$ cat config.mk
export PLATFORM = sky130hd
export DESIGN_NAME = cp0_unit
export DESIGN_NICKNAME = d
export VERILOG_FILES = /design/src/rtl/cp0_unit.sv
export SDC_FILE = /design/constraint.sdc
export NUM_CORES = 1
export LEC_CHECK = 0
export CORE_MARGIN = 8
export CORE_UTILIZATION = 45
export DETAILED_ROUTE_END_ITERATION = 10
export DONT_BUFFER_PORTS = 1
export GPL_TIMING_DRIVEN = 0
export PLACE_DENSITY = 0.71
export SLEW_MARGIN = 20
export SYNTH_ARGS = -nofsm -noshare
export SYNTH_HDL_FRONTEND = slang
export SYNTH_SLANG_ARGS = --single-unit
$ cat constraint.sdc
create_clock -name clk -period 3.2 [get_ports clk]
set_input_delay 0.64 -clock clk [delete_from_list [all_inputs] [get_ports clk]]
set_output_delay 0.64 -clock clk [all_outputs]
set_load 0.005 [all_outputs]
$ cat src/rtl/cp0_unit.sv
// Coprocessor 0 for the 5-stage MIPS core: SR/Cause/EPC/PRId, exception and interrupt request, mfc0/mtc0/eret.
// Optional Count register at address 9 when CP0_COUNT_EN is defined.
module cp0_unit #(
  parameter logic [4:0]  NONE_CODE = 5'd0,
  parameter logic [31:0] PRID_VAL  = 32'h0000_2023
) (
  input  logic        clk,
  input  logic        reset,
  input  logic        we,
  input  logic [4:0]  cp0_addr,
  input  logic [31:0] cp0_wdata,
  input  logic [31:0] vpc,
  input  logic        bd_in,
  input  logic [4:0]  exc_code_in,
  input  logic [5:0]  hw_int,
  input  logic        exl_clr,
  output logic [31:0] cp0_rdata,
  output logic [31:0] epc_out,
  output logic        req
);

  localparam logic [4:0] ADDR_SR    = 5'd12;
  localparam logic [4:0] ADDR_CAUSE = 5'd13;
  localparam logic [4:0] ADDR_EPC   = 5'd14;
  localparam logic [4:0] ADDR_PRID  = 5'd15;
  localparam logic [4:0] ADDR_COUNT = 5'd9;

  logic [5:0]  sr_im_r;
  logic        sr_exl_r;
  logic        sr_ie_r;
  logic        cause_bd_r;
  logic [5:0]  cause_ip_r;
  logic [4:0]  cause_exc_r;
  logic [31:0] epc_r;

  logic [5:0]  sr_im_nx_s;
  logic        sr_exl_nx_s;
  logic        sr_ie_nx_s;
  logic        cause_bd_nx_s;
  logic [4:0]  cause_exc_nx_s;
  logic [31:0] epc_nx_s;

  logic        int_req_s;
  logic        exc_req_s;
  logic        req_s;
  logic [31:0] epc_base_s;
  logic [31:0] sr_word_s;
  logic [31:0] cause_word_s;

  // Request decode; deliberately independent of we/cp0_wdata.
  always_comb begin
    int_req_s = (|(hw_int & sr_im_r)) & sr_ie_r & ~sr_exl_r;
    exc_req_s = (exc_code_in != NONE_CODE) & ~sr_exl_r;
    req_s     = int_req_s | exc_req_s;
  end

  assign epc_base_s = vpc & 32'hFFFF_FFFC;

  // Next-state for SR, Cause and EPC: a request overrides any mtc0 or eret on the same edge.
  always_comb begin
    sr_im_nx_s     = sr_im_r;
    sr_exl_nx_s    = sr_exl_r;
    sr_ie_nx_s     = sr_ie_r;
    cause_bd_nx_s  = cause_bd_r;
    cause_exc_nx_s = cause_exc_r;
    epc_nx_s       = epc_r;
    if (req_s) begin
      sr_exl_nx_s    = 1'b1;
      cause_bd_nx_s  = bd_in;
      cause_exc_nx_s = int_req_s ? 5'd0 : exc_code_in;
      epc_nx_s       = bd_in ? (epc_base_s - 32'd4) : epc_base_s;
    end else begin
      if (we) begin
        case (cp0_addr)
          ADDR_SR: begin
            sr_im_nx_s  = cp0_wdata[15:10];
            sr_exl_nx_s = cp0_wdata[1];
            sr_ie_nx_s  = cp0_wdata[0];
          end
          ADDR_EPC: begin
            epc_nx_s = cp0_wdata;
          end
          default: begin
            epc_nx_s = epc_r;
          end
        endcase
      end else begin
        epc_nx_s = epc_r;
      end
      // eret wins over a simultaneous mtc0 for the EXL bit only.
      if (exl_clr) begin
        sr_exl_nx_s = 1'b0;
      end else begin
        sr_exl_nx_s = sr_exl_nx_s;
      end
    end
  end

  // SR, Cause and EPC state; IP samples the raw interrupt lines every cycle.
  always_ff @(posedge clk or negedge reset) begin
    if (!reset) begin
      sr_im_r     <= 6'd0;
      sr_exl_r    <= 1'b0;
      sr_ie_r     <= 1'b0;
      cause_bd_r  <= 1'b0;
      cause_ip_r  <= 6'd0;
      cause_exc_r <= 5'd0;
      epc_r       <= 32'd0;
    end else begin
      sr_im_r     <= sr_im_nx_s;
      sr_exl_r    <= sr_exl_nx_s;
      sr_ie_r     <= sr_ie_nx_s;
      cause_bd_r  <= cause_bd_nx_s;
      cause_ip_r  <= hw_int;
      cause_exc_r <= cause_exc_nx_s;
      epc_r       <= epc_nx_s;
    end
  end

`ifdef CP0_COUNT_EN
  logic [31:0] count_r;
  logic [31:0] count_nx_s;

  // Free-running counter; an accepted mtc0 replaces the increment, a request does not.
  always_comb begin
    count_nx_s = count_r + 32'd1;
    if (we && !req_s && (cp0_addr == ADDR_COUNT)) begin
      count_nx_s = cp0_wdata;
    end else begin
      count_nx_s = count_r + 32'd1;
    end
  end

  // Count register.
  always_ff @(posedge clk or negedge reset) begin
    if (!reset) begin
      count_r <= 32'd0;
    end else begin
      count_r <= count_nx_s;
    end
  end
`endif

  assign sr_word_s    = {16'd0, sr_im_r, 8'd0, sr_exl_r, sr_ie_r};
  assign cause_word_s = {cause_bd_r, 15'd0, cause_ip_r, 3'd0, cause_exc_r, 2'd0};

  // mfc0 read mux; no bypass of same-edge writes.
  always_comb begin
    cp0_rdata = 32'd0;
    case (cp0_addr)
      ADDR_SR:    cp0_rdata = sr_word_s;
      ADDR_CAUSE: cp0_rdata = cause_word_s;
      ADDR_EPC:   cp0_rdata = epc_r;
      ADDR_PRID:  cp0_rdata = PRID_VAL;
`ifdef CP0_COUNT_EN
      ADDR_COUNT: cp0_rdata = count_r;
`endif
      default:    cp0_rdata = 32'd0;
    endcase
  end

  assign epc_out = epc_r;
  assign req     = req_s;

endmodule
==> impl_metrics.csv <==
group,metric,value,unit
run_status,outcome,"finished, final reports clean",
clocking,path_clk_slew,0.10,ns
sta,finalClockSkew,0.0131,ns
synth,synth_common_cells,"52 x dfrtp_1, 30 x mux2i_1, 28 x clkbuf_1",
layout,drive_gt1_frac,0.0810,
clocking,cts_buffers,5,
routing,drcViolationCount,0,
setup_path,reg2reg_depth,6,
setup_path,cp_max_fo,10,
synth,synth-seq-cells,52,
synth,ys_types,45,
routing,ant_nets,0,
power_and_ir_drop,pwr_density_cell,650,nW/um^2
setup_path,cp_slowest_cell,"nor2_1",
synth,synth_edf_count,0,
setup_path,required,2.56,ns
sta,hold_viol_final,0,
synth,syn-num-nets,472,
clocking,cts_tree,"yes",
global_routing,grt-ovfl-total,0,
layout,syn_to_final_growth,7.49,%
place,dp_hpwl,9.19,mm
place,port_buffers,0,
setup_path,path_cells,"nor4_1, a21oi_1, nor2_1, inv_1, clkbuf_1",
synth,synth_area_per_cell,9.04,um^2
setup_path,critPathArrivalTime,2.35,ns
sta,finalSetupTns,0,ns
synth,async_flop_share,1.00,
sta,max_freq,0.334,GHz
setup_path,cp-end-kind,"output pin",
die,dieArea,10800,um^2
setup_path,cp.depth,5,
setup_path,r2r_start,"sr_im_r[3]",
setup_path,endpoint,"req",
layout,fillers,738,
synth,synth.most_common_cell,"dfrtp_1",
synth,yosysWarnings,0,
clocking,clock-sinks,52,
routing,wire_per_inst,23.0,um
synth,synthTopCellsByArea,"dfrtp_1 37%, mux2i_1 8.6%, a21boi_0 4.1%, nor4_1 3.8%, a31oi_1 3.6%",
hold_path,hold_class,"primary input to asynchronous set/reset pin",
power_and_ir_drop,total_power,2.44,mW
setup_path,startpoint,"exc_code_in[1]",
synth,netlist.area_leader.share,0.373,
sta,finalCriticalPeriod,2.99,ns
setup_path,worstSetupPathType,"primary input to output pin",
routing,drt_first_pass_iters,4,
synth,synthCells,386,
global_routing,antenna_found_initial,4,
global_routing,grt_pass1_vias,3279,
clocking,cts_root_buffer,"clkbuf_8",
sta,max-slew-margin-rel,0.501,
synth,yosysTopAreaCell,"dfrtp_1",
sta,fin_crit_sh,0.935,
sta,rsz0062_at_grt,"no",
global_routing,grt_max_degree,53,
routing,drt_wl_total,11.5,mm
setup_path,r2r_slack,0.83,ns
die,initial_utilization,0.459,
setup_path,regToRegEndpoint,"epc_out[31]",
setup_path,slowest_delay,0.60,ns
layout,layout.nets,480,
die,chipHeight,104,um
power_and_ir_drop,ir_drop,0.239,mV
synth,synth_ff_type,"dfrtp_1",
setup_path,crit_family,"simple AND/OR/NAND/NOR gates",
power_and_ir_drop,leakage,1.44,nW
die,io_pins,150,
global_routing,grt_pass1_wl,18.2,mm
clocking,h-tree-depth,2,
die,rows,32,
sta,worst_pin_slew,0.746,ns
sta,drv_slew,0,
sta,setup_violations,0,
routing,num_vias,3156,
die,core-area,7610,um^2
sta,whs,0.0191,ns
setup_path,startpoint_type,"primary input",
routing,drt_iter0_markers,120,
global_routing,grt_usage,0.206,
clocking,clkLatencyLatePin,0.30,ns
die,chipWidth,104,um
clocking,cts.path.max_buffers,2,
routing,via_per_inst,6.30,
place,gp_congestion,0.863,
setup_path,path_buf_inv,2,
synth,synth-seq-area-share,0.373,
synth,synth_area,3490,um^2
job,cap_violations,0,
[sequential cells by signal, summed over array words and instances, names as in the netlist]
name	flops
epc_out	32
cause_ip_r	6
sr_im_r	6
cause_exc_r	5
cause_bd_r	1
sr_exl_r	1
sr_ie_r	1
[per-layer routing]
layer	vias up	part of all wire	global-route usage
li1	1487	-	-
met1	1523	0.40	0.235
met2	135	0.49	0.353
met3	11	0.096	0.0750
met4	0	0.014	0.0548
met5	-	0	0
[logic make-up (layout without fill, tap and decap cells)]
logic type / Yosys count / in the layout / share of synthesized area
other: 0 / 4 / 0
muxes: 38 / 38 / 0.112
DFF: 52 / 52 / 0.373
and+or+nand+nor: 159 / 159 / 0.273
adders and majority gates: 1 / 1 / 0.00358
AOI/OAI and AO/OA: 88 / 88 / 0.172
xor gates and xnor gates: 10 / 10 / 0.0251
buffers and inverters: 38 / 47 / 0.0419
[layout by cell type, fill, tap and decap left out, drive strengths merged, types with 3 or more instances in the layout]
master / Yosys / final
dfrtp: 52 / 52
clkbuf: 29 / 34
mux2i: 30 / 30
nor2: 26 / 26
nor4: 21 / 21
a31oi: 20 / 20
and2: 19 / 19
and3: 19 / 19
a21boi: 19 / 19
or4: 17 / 17
nand2: 11 / 11
or3: 11 / 11
o21ai: 10 / 10
a21oi: 9 / 9
nor3: 9 / 9
a22oi: 8 / 8
mux2: 8 / 8
o31ai: 8 / 8
inv: 6 / 6
o41ai: 6 / 6
xor2: 5 / 5
xnor2: 5 / 5
nor2b: 5 / 5
diode: 0 / 4
nand4: 4 / 4
a21o: 4 / 4
or2: 4 / 4
nand3: 3 / 3
nor3b: 3 / 3
buf: 3 / 3
nor4b: 3 / 3
[how the worst min path moves through the flow]
stage / startpoint / endpoint / slack [ns] / depth (start not counted)
after global routing: reset / epc_out[10] / -0.00005 / 0
after global placement: reset / epc_out[4] / 0.35 / 0
after floorplan: reset / cause_bd_r / 0.34 / 0
after CTS: reset / epc_out[9] / 0.01 / 0
final: reset / epc_out[10] / 0.02 / 0
after detailed placement: reset / epc_out[9] / 0.35 / 0
[where the power goes]
group          leakage, nW  total [mW]  switching [mW]  internal [mW]
Sequential           0.612        1.18           0.262          0.922
Combinational        0.769       0.803           0.442          0.360
Clock               0.0542       0.452           0.220          0.232
Total                 1.44        2.44           0.924           1.51
[worst reg2reg max path, delay by kind of cell (launching register included)]
family	cells	cell delay, ns
flip-flops	1	0.40
buffers and inverters	2	0.58
AND/OR/NAND/NOR	1	0.61
AO/OA/AOI/OAI	3	0.70
[layout make-up]
cell class                 instances  area [um^2]  share of cell area
antenna                            4         10.0             0.00267
buffer                            32          124              0.0330
clock buffer                       5         68.8              0.0183
clock inverter                     3         42.5              0.0113
inverter                           6         22.5             0.00600
multi-input combinational        296         2040               0.545
sequential                        52         1300               0.347
tap                              102          128              0.0340
timing repair buffer               1         10.0             0.00267
[timing repair]
action                     in CTS  in global routing
hold endpoints to repair        0                  6
gates resized for setup         0                  1
buffers inserted                0                  0
setup endpoints to repair       0                 10
hold buffers                    0                  1
[per-stage QoR]
step	utilization	cells	setup slack (ns)	instance area [um^2]
floorplan	-	386	0.691	3490
finish	0.493	501	0.209	3750
CTS	0.490	496	0.0256	3730
detailed placement	0.475	488	0.0321	3620
global placement	0.475	488	0.0677	3620
global route	0.493	501	0.0669	3750
(Power assumes the default switching activity.)
